## config.mk

```make
export PLATFORM = sky130hd
export DESIGN_NAME = updown_mod_counter
export DESIGN_NICKNAME = d
export VERILOG_FILES = /design/src/rtl/counter_pkg.sv /design/src/rtl/count_next_calc.sv /design/src/rtl/updown_mod_counter.sv
export SDC_FILE = /design/constraint.sdc
export NUM_CORES = 1
export LEC_CHECK = 0
export ABC_CLOCK_PERIOD_IN_PS = 1500
export CORE_AREA = 2 2 39 41
export CTS_CLUSTER_SIZE = 12
export DETAILED_ROUTE_END_ITERATION = 16
export DIE_AREA = 0 0 41 43
export PLACE_DENSITY = 0.67
export SKIP_CTS_REPAIR_TIMING = 1
export SYNTH_ARGS = -nofsm -noshare
export SYNTH_HDL_FRONTEND = slang
export SYNTH_SLANG_ARGS = --single-unit
export TNS_END_PERCENT = 30
```

## constraint.sdc

```tcl
create_clock -name clk -period 1.5 [get_ports clk]
set_input_delay 0.3 -clock clk [delete_from_list [all_inputs] [get_ports clk]]
set_output_delay 0.3 -clock clk [all_outputs]
set_load 0.005 [all_outputs]
```

## src/rtl/counter_pkg.sv

```systemverilog
`default_nettype none
// ============================================================================
//  Module      : counter_pkg
//  Description : Shared types and defaults for the up/down modulo counter.
//  Revision    : 1.0 - initial release
// ============================================================================
package counter_pkg;

    // Counting direction as carried on the up_dn pin
    typedef enum logic {
        DIR_DOWN = 1'b0,
        DIR_UP   = 1'b1
    } dir_e;

    // Default counter datapath width
    localparam int CNT_WIDTH_DEF = 4;

endpackage : counter_pkg
`default_nettype wire

```

## src/rtl/count_next_calc.sv

```systemverilog
`default_nettype none
// ============================================================================
//  Module      : count_next_calc
//  Description : Combinational next-count and wrap detection for the modulo
//                up/down counter. Priority: load > enable > hold.
//  Revision    : 1.0 - initial release
// ============================================================================
module count_next_calc
    import counter_pkg::*;
#(
    parameter int WIDTH = CNT_WIDTH_DEF,
    parameter int MOD   = 16
) (
    input  logic [WIDTH-1:0] q,
    input  logic             up_dn,
    input  logic             en,
    input  logic             load,
    input  logic [WIDTH-1:0] load_val,
    output logic [WIDTH-1:0] q_next,
    output logic             wrap_now
);

    // One extra bit so MOD == 2**WIDTH is representable and the step never
    // depends on natural rollover of the WIDTH-bit register.
    localparam logic [WIDTH:0] c_MOD    = (WIDTH+1)'(MOD);
    localparam logic [WIDTH:0] c_MOD_M1 = (WIDTH+1)'(MOD - 1);

    logic [WIDTH:0] w_q_ext;
    logic [WIDTH:0] w_load_ext;
    logic [WIDTH:0] w_inc;
    logic [WIDTH:0] w_dec;
    logic           w_at_top;
    logic           w_at_bottom;
    logic           w_dir_up;

    assign w_q_ext     = {1'b0, q};
    assign w_load_ext  = {1'b0, load_val};
    assign w_inc       = w_q_ext + {{WIDTH{1'b0}}, 1'b1};
    assign w_dec       = w_q_ext - {{WIDTH{1'b0}}, 1'b1};
    assign w_at_top    = (w_q_ext == c_MOD_M1);
    assign w_at_bottom = (w_q_ext == '0);
    assign w_dir_up    = (dir_e'(up_dn) == DIR_UP);

    // Select the next count value: clamped load, wrapped step, or hold
    always_comb begin
        q_next   = q;
        wrap_now = 1'b0;
        if (load) begin
            if (w_load_ext >= c_MOD) begin
                q_next = c_MOD_M1[WIDTH-1:0];
            end else begin
                q_next = load_val;
            end
        end else if (en) begin
            if (w_dir_up) begin
                wrap_now = w_at_top;
                q_next   = w_at_top ? '0 : w_inc[WIDTH-1:0];
            end else begin
                wrap_now = w_at_bottom;
                q_next   = w_at_bottom ? c_MOD_M1[WIDTH-1:0] : w_dec[WIDTH-1:0];
            end
        end
    end

endmodule : count_next_calc
`default_nettype wire

```

## src/rtl/updown_mod_counter.sv

```systemverilog
`default_nettype none
// ============================================================================
//  Module      : updown_mod_counter
//  Description : Modulo-MOD up/down counter with parallel load, enable,
//                terminal count, registered wrap pulse and sticky overflow.
//  Revision    : 1.0 - initial release
// ============================================================================
module updown_mod_counter
    import counter_pkg::*;
#(
    parameter int WIDTH = CNT_WIDTH_DEF,
    parameter int MOD   = 16
) (
    input  logic             clk,
    input  logic             reset,
    input  logic             en,
    input  logic             up_dn,
    input  logic             load,
    input  logic [WIDTH-1:0] load_val,
    input  logic             clr_ovf,
    output logic [WIDTH-1:0] q,
    output logic [WIDTH-1:0] qn,
    output logic             tc,
    output logic             wrap_pulse,
    output logic             ovf_sticky
);

    localparam logic [WIDTH:0] c_MOD_M1 = (WIDTH+1)'(MOD - 1);

    // Reject moduli that cannot be counted in WIDTH bits
    if ((MOD < 2) || (MOD > (1 << WIDTH))) begin : g_mod_illegal
        $fatal(1, "updown_mod_counter: MOD=%0d illegal for WIDTH=%0d", MOD, WIDTH);
    end

    logic [WIDTH-1:0] r_q;
    logic             r_wrap_pulse;
    logic             r_ovf_sticky;
    logic [WIDTH-1:0] w_q_next;
    logic             w_wrap_now;

    count_next_calc #(
        .WIDTH (WIDTH),
        .MOD   (MOD)
    ) u_next (
        .q        (r_q),
        .up_dn    (up_dn),
        .en       (en),
        .load     (load),
        .load_val (load_val),
        .q_next   (w_q_next),
        .wrap_now (w_wrap_now)
    );

    // Count register, wrap pulse and sticky overflow; wrap beats clr_ovf
    always_ff @(posedge clk or posedge reset) begin
        if (reset) begin
            r_q          <= '0;
            r_wrap_pulse <= 1'b0;
            r_ovf_sticky <= 1'b0;
        end else begin
            r_q          <= w_q_next;
            r_wrap_pulse <= w_wrap_now;
            if (w_wrap_now) begin
                r_ovf_sticky <= 1'b1;
            end else if (clr_ovf) begin
                r_ovf_sticky <= 1'b0;
            end
        end
    end

    assign q          = r_q;
    assign qn         = ~r_q;
    assign wrap_pulse = r_wrap_pulse;
    assign ovf_sticky = r_ovf_sticky;
    assign tc         = ((dir_e'(up_dn) == DIR_UP)   && ({1'b0, r_q} == c_MOD_M1)) ||
                        ((dir_e'(up_dn) == DIR_DOWN) && (r_q == '0));

endmodule : updown_mod_counter
`default_nettype wire

```

==> impl_metrics.yaml <==
status:
  status: "complete, but fails checks"
  violations: "setup timing"
clocking:
  clock_latency_ps: 240
  cts-root-buf: "clkbuf_4"
  tritoncts: "done"
  htreeDepth: 1
  clkTransAtPathRegs_ps: 50
  clk_path_buf_depth: 2
  cts.sinks: 6
  cts_buffers: 3
global_route:
  antenna_found_initial: 0
  grt_pass1_wl_um: 1690
  met1_usage_pct: 19.09
  gr-total-overflow: 0
  grt-busiest-layer: "met2"
  met2_usage_pct: 21.25
  grtUsageTotal_pct: 14.89
  first_global_vias: 386
  grt_max_degree: 8
  met3_usage_pct: 6.283
setup_path:
  end_kind: "output port"
  cp_data_arrival_time_ps: 1400
  criticalPathCategory: "register to output port"
  cp-start-kind: "register"
  cp_max_fo: 7
  regToRegSetupSlack_ps: -170
  cp.required_ps: 1200
  timing.rr.start: "q[1]$_DFFE_PP0P_"
  rr_endpoint: "q[2]$_DFFE_PP0P_"
  rr_worst_depth: 7
synthesis:
  synth_cell_types: 24
  async_flop_share_pct: 100.0
  synth_nets: 54
  ys_top_cells_by_count: "7 x inv_1, 6 x dfrtp_1, 3 x xnor2_1"
  ys.flop_type: "dfrtp_1"
  synth.avg_cell_area_sq_um: 9.593
  synth.most_common_cell: "inv_1"
  synth_edf_count: 0
  synth.largest_area_cell: "dfrtp_1"
  yosys-top-cells-area: "dfrtp_1 37%, inv_1 6.5%, xnor2_1 6.5%"
  ys_warn_count: 0
  yosysSeqAreaShare_pct: 37.27
  syn_inst: 42
  ys_seq_elements: 6
  synth_area_sq_um: 402.9
  synth_top_area_share_pct: 37.27
route:
  routed_wl_um: 1267
  first_pass_iters: 4
  vias_per_cell: 4.872
  post_drt_wl_per_cell_um: 13.48
  drc_errors: 0
  drtAntennaViolNets: 0
  initialDrtViolationCount: 6
  vias: 458
floorplan:
  core.rowCount: 14
  die_w_um: 41
  die_h_um: 43
  core_sq_um: 1384
  start_util_pct: 29.11
  ios: 21
  dieArea_sq_um: 1763
placement:
  gp_congestion: 0.8029
  place_ws_ps: -465.4
  placed_area_sq_um: 714.4
  dp_cells: 90
  hpwl_um: 908.8
  portBuffers: 20
timing:
  setup_violations: 4
  rsz0062_at_grt: "yes"
  tightest_slew_ps: 242.7
  min_period_ps: 1699
  holdWs_ps: 280.3
  skew_ps: 5.641
  relSlewSlack_pct: 83.77
  hold_viol: 0
  slew_viol_final: 0
  worst_slack_ps: -199.0
  period_share_pct: 113.3
  fmax_ghz: 0.5886
  fin_tns_setup_ps: -558.8
layout:
  area_growth_pct: 94.72
  drive_gt1_share_pct: 38.46
  final_cells: 94
  finalNetCount: 91
  n_antenna_cell: 0
  fin_area_sq_um: 784.5
  fillers: 134
power:
  powerDensity_nw_per_um2: 873.9
  ir_worst_vdd_v: 0.0005928
  p_leak_nw: 0.4144
job:
  cap_violations: 0
worst_hold_path:
  hold_path_class: "input port to async pin"
-- placed cells by master (no fill, tap or decap), types with 2 or more instances in the layout --
master / count
o21ai_1: 2
clkdlybuf4s50_1: 12
buf_4: 11
inv_1: 4
buf_6: 3
nand2_1: 2
dfrtp_1: 5
inv_2: 3
clkbuf_4: 3
xnor2_1: 3
dlymetal6s2s_1: 5
nand4_1: 2
-- metrics by stage --
step,power (W),util [%]
2_1_floorplan,0.0003148,-
3_3_place_gp,0.0004941,51.63
3_5_place_dp,0.0004981,51.63
4_1_cts,0.0006643,53.53
5_1_grt,0.0007351,56.69
6_report,0.0006856,56.69
-- cells by family after synthesis --
kind of cell	after synthesis	synth area share [%]
buf+inv	7	6.523
compound gates	12	22.36
flops	6	37.27
mux	3	9.005
fa+ha+maj	2	6.210
simple gates	9	12.12
xor+xnor	3	6.523
-- state kept, by name, summed over array words and instances (netlist names) --
register / cells
ovf_sticky: 1
wrap_pulse: 1
q: 4
-- worst max path at each step --
stage          slack (ps)  depth (start not counted)               end              from
5_1_grt              -270                          5                tc  q[1]$_DFFE_PP0P_
4_1_cts              -610                          5                tc  q[0]$_DFFE_PP0P_
2_1_floorplan          20                          6  q[2]$_DFFE_PP0P_  q[1]$_DFFE_PP0P_
3_3_place_gp         -440                          3                tc             up_dn
6_report             -200                          5                tc  q[1]$_DFFE_PP0P_
3_5_place_dp         -470                          3                tc             up_dn
-- final cells by class --
class / instances / area [sq um] / share of cell area [%]
sequential: 6 / 151.4 / 19.30
multi-input combinational: 29 / 256.5 / 32.70
clock buffer: 4 / 26.28 / 3.349
inverter: 7 / 26.28 / 3.349
tap: 16 / 20.02 / 2.552
timing repair buffer: 32 / 304.0 / 38.76
-- critical path, cell delays in order, from the launching register on --
cell,delay (ps)
dfrtp_1,390
buf_4,180
ha_2,200
nand4_1,140
o41ai_4,90
buf_2,160
-- report_power, final --
group	total, W	switching, W	internal, W
clock	0.000163	0.0000618	0.000101
sequential	0.000201	0.0000202	0.000181
combinational	0.000322	0.000130	0.000192
total	0.000686	0.000212	0.000473
-- per-layer routing --
| metal | vias to the layer above | share of wire, % | routed length (um) |
|---|---|---|---|
| li1 | 220 | - | - |
| met1 | 220 | 43 | 545 |
| met2 | 14 | 51 | 645 |
| met3 | 4 | 4.2 | 53 |
| met4 | 0 | 1.8 | 23 |
| met5 | - | 0 | 0 |
(Power assumes the default switching activity.)
